$ cat config.mk
export PLATFORM = sky130hd
export DESIGN_NAME = rx_bit_timer
export DESIGN_NICKNAME = d
export VERILOG_FILES = /design/src/rtl/rx_bit_timer.sv
export SDC_FILE = /design/constraint.sdc
export NUM_CORES = 1
export LEC_CHECK = 0
export ABC_AREA = 1
export BUFFER_PORTS_ARGS = -buffer_cell sky130_fd_sc_hd__buf_2
export CORE_ASPECT_RATIO = 0.5
export CORE_MARGIN = 4
export CORE_UTILIZATION = 58
export DETAILED_ROUTE_END_ITERATION = 10
export PLACE_DENSITY = 0.8
export SKIP_CTS_REPAIR_TIMING = 1
export SLEW_MARGIN = 20
export SYNTH_ARGS = -nofsm -noshare
export SYNTH_HDL_FRONTEND = slang
export SYNTH_SLANG_ARGS = --single-unit
$ cat constraint.sdc
create_clock -name clk -period 2.45 [get_ports clk]
set_input_delay 0.6125 -clock clk [delete_from_list [all_inputs] [get_ports clk]]
set_output_delay 0.6125 -clock clk [all_outputs]
set_load 0.005 [all_outputs]
$ cat src/rtl/rx_bit_timer.sv
// rx_bit_timer: receive bit-timing unit for the serial receivers.
// A free-running phase counter, resynchronised by every line transition,
// produces one sample strobe per bit. Sampled bits are counted into frames
// and a frame-complete pulse is issued. Too many bit periods without a
// transition (edge starvation) moves the unit into an error state that is
// held until reception ends.
//
// Ports:
//   clk            system clock
//   n_rst          asynchronous active-low reset
//   d_edge         single-cycle pulse on a detected line transition
//   rcving         high while a frame/packet is being received
//   clks_per_bit   clocks per bit period (latched at start of reception)
//   sample_pt      phase at which the bit is sampled (latched)
//   bits_per_frame bits per frame, 0 means 2^BITS_W (latched)
//   shift_enable   one-cycle sample strobe
//   byte_received  one-cycle frame-complete pulse
//   bit_cnt        bits sampled in the current frame
//   stuff_err      high while in the error state
module rx_bit_timer #(
  parameter int unsigned CNT_W   = 4,
  parameter int unsigned BITS_W  = 4,
  parameter int unsigned MAX_RUN = 6
) (
  input  logic              clk,
  input  logic              n_rst,
  input  logic              d_edge,
  input  logic              rcving,
  input  logic [CNT_W-1:0]  clks_per_bit,
  input  logic [CNT_W-1:0]  sample_pt,
  input  logic [BITS_W-1:0] bits_per_frame,
  output logic              shift_enable,
  output logic              byte_received,
  output logic [BITS_W-1:0] bit_cnt,
  output logic              stuff_err
);

  localparam int unsigned GAP_W = (MAX_RUN < 1) ? 1 : $clog2(MAX_RUN + 1);

  localparam logic [CNT_W-1:0]  ONE_C   = CNT_W'(1);
  localparam logic [CNT_W-1:0]  TWO_C   = CNT_W'(2);
  localparam logic [BITS_W-1:0] ONE_B   = BITS_W'(1);
  localparam logic [BITS_W:0]   BPF_ONE = (BITS_W + 1)'(1);
  localparam logic [GAP_W-1:0]  ONE_G   = GAP_W'(1);
  localparam logic [GAP_W-1:0]  GAP_MAX = GAP_W'(MAX_RUN);

  typedef enum logic [1:0] {IDLE, RUN, ERR} state_t;

  state_t            state, state_nxt;
  logic [CNT_W-1:0]  phase;
  logic [CNT_W-1:0]  cpb, sp;
  logic [BITS_W:0]   bpf;        // one extra bit so 2^BITS_W is representable
  logic [BITS_W-1:0] bit_cnt_q;
  logic [GAP_W-1:0]  gap;
  logic              byte_q;

  logic [CNT_W-1:0]  cpb_in, sp_in;
  logic [BITS_W:0]   bpf_in;
  logic              last_bit, gap_full, stuff_hit;

  // Configuration as it will be latched on entry to RUN.
  always_comb begin
    cpb_in = (clks_per_bit < TWO_C) ? TWO_C : clks_per_bit;
    sp_in  = (sample_pt > cpb_in - ONE_C) ? cpb_in - ONE_C : sample_pt;
    bpf_in = (bits_per_frame == '0) ? {1'b1, {BITS_W{1'b0}}}
                                    : {1'b0, bits_per_frame};
  end

  assign shift_enable  = (state == RUN) && (phase == sp);
  assign last_bit      = ({1'b0, bit_cnt_q} == bpf - BPF_ONE);
  assign gap_full      = (gap == GAP_MAX);
  // A coincident edge rescues the bit: it clears gap with priority.
  assign stuff_hit     = shift_enable && gap_full && !d_edge;

  assign byte_received = byte_q;
  assign bit_cnt       = bit_cnt_q;
  assign stuff_err     = (state == ERR);

  always_ff @(posedge clk or negedge n_rst) begin
    if (!n_rst) state <= IDLE;
    else        state <= state_nxt;
  end

  always_comb begin
    state_nxt = state;
    case (state)
      IDLE: if (rcving) state_nxt = RUN;
      RUN: begin
        if (!rcving)        state_nxt = IDLE;
        else if (stuff_hit) state_nxt = ERR;
      end
      ERR:  if (!rcving) state_nxt = IDLE;
      default: state_nxt = IDLE;
    endcase
  end

  always_ff @(posedge clk or negedge n_rst) begin
    if (!n_rst) begin
      phase     <= '0;
      bit_cnt_q <= '0;
      gap       <= '0;
      cpb       <= '0;
      sp        <= '0;
      bpf       <= '0;
      byte_q    <= 1'b0;
    end else begin
      byte_q <= 1'b0;
      case (state)
        IDLE: begin
          if (rcving) begin
            phase     <= '0;
            bit_cnt_q <= '0;
            gap       <= '0;
            cpb       <= cpb_in;
            sp        <= sp_in;
            bpf       <= bpf_in;
          end
        end
        RUN: begin
          if (!rcving) begin
            // Partial frame is dropped; a strobe in this cycle is not counted.
            phase     <= '0;
            bit_cnt_q <= '0;
            gap       <= '0;
          end else begin
            if (d_edge)                   phase <= '0;
            else if (phase == cpb - ONE_C) phase <= '0;
            else                          phase <= phase + ONE_C;

            if (shift_enable && !stuff_hit) begin
              if (last_bit) begin
                bit_cnt_q <= '0;
                byte_q    <= 1'b1;
              end else begin
                bit_cnt_q <= bit_cnt_q + ONE_B;
              end
            end

            if (d_edge)                         gap <= '0;
            else if (shift_enable && !gap_full) gap <= gap + ONE_G;
          end
        end
        ERR: begin
          if (!rcving) begin
            phase     <= '0;
            bit_cnt_q <= '0;
            gap       <= '0;
          end
        end
        default: ;
      endcase
    end
  end

endmodule

==> results list <==
* HPWL after detailed placement: 2.88 mm
- In this run the standard cell core region covers 0.00278 mm^2.
* Yosys top cell by area: dfrtp_1
* Number of diodes: 0
- Final Critical Period: 2160 ps
- Number of synthesized register bits: 27
- Setup violations remaining at the end of the flow were counted as 0.
- Worst relative slew slack: 0.610
- Crit path launch type: input pin
- CTS built an H-tree with a depth of 1.
- CTS max path bufs: 2
- Status: finished, final reports clean
- Pin slew with the least headroom to its limit: just under 600 ps
- Clock Skews: 1.93 ps
* Period Utilization, post-route: 0.884
- The first global-routing pass estimated about 6.4 mm of wire.
- For this run, the register share of the synthesized area comes to 0.375.
* CP required: 2620 ps
- Post-detailed-route via-to-cell ratio: 5.17
- The net count of the finished layout is 309.
* Grt total ovfl: 0
- The hold violation total from the final report is 0.
* Vias: 1645
- Most used DFF post-synth: dfrtp_1
- The initial antenna violation count was 0.
- P&R area growth vs syn: 11.5%
- The sequential cells in the finished layout cover a total of 676 um^2.
- Y dimension of the die: roughly 47 um
- Yosys warns: 0
- Arrival time at the worst endpoint: 2330 ps
* Peak fanout along the critical path: 7
- After clock tree synthesis, the clock-pin slew on the worst setup and hold paths is 90 ps.
- Count of final max-slew check failures: 0
- Initial core utilization: 0.648
- Cell variety after synth: 23
- Dividing the synthesized area by the synthesized cell count gives slightly above 7 um^2.
- Syn_nets: 282
- TritonCTS created 3 clock buffers.
- Maximum number of pins on one net before global-route repair: 28
* Initial detailed-routing violation count: 57
- Highest achievable clock rate: 462 MHz
- Number of global-route vias before repair: 1529
- Of the post-synthesis cell area, the dominant cell type holds 0.375.
- Number of clock sinks: 27
- Synthesized netlist cell count: 255
* Post-synth ARST share: 1.00
* Pwr dens: 521 mW/mm^2
* Root Buffer Master: clkbuf_8
- In this run, synthesis inferred 0 flip-flops with an integrated enable.
- Setup total negative slack on the finished layout was measured at 0 ps.
- Counting the fill cells in the layout gives 221.
- For this run, the detailed router's first-pass iteration total came to 4.
- Standard-cell row count: 13
- Clock latency reported for the late side of the worst-skew pair: 270 ps
- Total Wirelength: 3.57 mm
- Number of remaining DRC errors: 0
* Total of max-cap violations: 0
- In this run the worst hold path is classified as in2async.
- The multi-input combinational cells in the finished layout cover a total of 986 um^2.
* Drt wl/cell: 11.2 um
- TritonCTS built the clock tree.
* RSZ-0062 raised after global routing: false
- Of the cells placed in the final design, the portion with a size suffix greater than 1 is 0.146.
* Leakage power: 0.00113 uW
- Routability-driven placement finished with a final weighted congestion of about 0.8.
* Cell area after synthesis: roughly 0.0018 mm^2
- From left edge to right edge, the die measures ~87 um.
- Global Route Usage Sum: 0.201
- Minimum hold slack: 335 ps
- In this run the remaining antenna-violating nets after routing total 0.
- VDD sags by at most 0.000306 V.
- For this design the top-level I/O count stands at 23.
* Setup crit end kind: register
- The die covers 0.00412 mm^2.
- Synth area leaders: dfrtp_1, nand2_1, ha_1
* Startpoint-to-endpoint class of the critical path: in2reg
- During placement, the flow inserted port buffers numbering 22.
per-stage QoR:
step	instance area, um^2	std cells	setup slack, ps	utilization	power [uW]
final	2010	318	285	0.722	1050
after global routing	2010	318	46.9	0.722	1130
after CTS	2010	318	293	0.722	1050
after detailed placement	1960	314	21.3	0.706	809
after global placement	1960	314	109	0.706	798
after floorplan	1800	255	301	-	727
final cells by class:
class,count,share of cell area
clock buffer,4,0.0224
inverter,35,0.0654
multi-input combinational,191,0.491
sequential,27,0.336
tap,37,0.0230
timing repair buffer,24,0.0623
state kept, by name (all words and copies together) (netlist names):
signal         cells
byte_received      1
cpb                4
sp                 4
phase              4
state              2
bit_cnt            4
gap                3
bpf                5
cell usage after synthesis (2+ instances only):
cell and n:
buf_2 2, nand2_1 89, nand3_1 23, xor2_1 7
inv_1 29, nor2_2 3, nor2_1 17, o21ai_1 2
a21oi_1 8, nand2_2 2, xnor2_1 4, ha_1 11
nand4_1 3, inv_2 6, dfrtp_1 27, o21ai_0 15
logic make-up after synthesis:
group                    Yosys count  share of synthesized area
AND/OR/NAND/NOR                  142                      0.339
buffers and inverters             37                     0.0784
AO/OA/AOI/OAI                     27                     0.0784
flip-flops                        27                      0.375
XOR/XNOR                          11                     0.0534
adder cells (fa/ha/maj)           11                     0.0763
metal layers:
metal	track usage	share of wire
met4	0.0342	0.0059
met5	0	0
met3	0.0412	0.049
met1	0.244	0.47
met2	0.388	0.47
power by group:
group | internal, uW | leakage [uW] | total [uW] | switching, uW
clock | 116 | 0.0000228 | 246 | 130
sequential | 483 | 0.000352 | 519 | 35.5
combinational | 108 | 0.000758 | 281 | 173
cell usage in the layout, fill, tap and decap left out, drive strengths merged:
master / netlist / routed
nand2: 91 / 91
nand3: 24 / 24
o31ai: 1 / 1
dfrtp: 27 / 27
ha: 11 / 11
nand4: 3 / 3
and2: 1 / 1
buf: 2 / 24
inv: 35 / 35
xnor2: 4 / 4
clkbuf: 0 / 4
nor2: 21 / 21
o21ai: 17 / 17
or2: 1 / 1
xor2: 7 / 7
nor3: 1 / 1
a21oi: 9 / 9
path summary, 6_finish.rpt:
check | cells after the start | endpoint | slack (ps) | startpoint
setup / recovery | 14 | sp[3] | 290 | clks_per_bit[2]
hold / removal | 1 | bpf[3] | 330 | n_rst
setup reg to reg | 10 | bit_cnt[3] | 810 | bpf[0]
hold reg to reg | 2 | cpb[1] | 510 | cpb[1]
max in group asynchronous | 1 | phase[1] | 1730 | n_rst
min in group clk | 2 | cpb[1] | 510 | cpb[1]
critical path, cell delays in order:
cell and delay, ps:
buf_2 130, nor2_1 60, nand2_1 70, nand2_1 70
ha_1 210, xnor2_1 150, ha_1 300, nand2_1 40
o21ai_0 200, nand2_1 180, nand2_1 90, o21ai_0 80
nand2_1 80, nand2_1 50
Note: power is estimated with default switching activity, not from simulation.
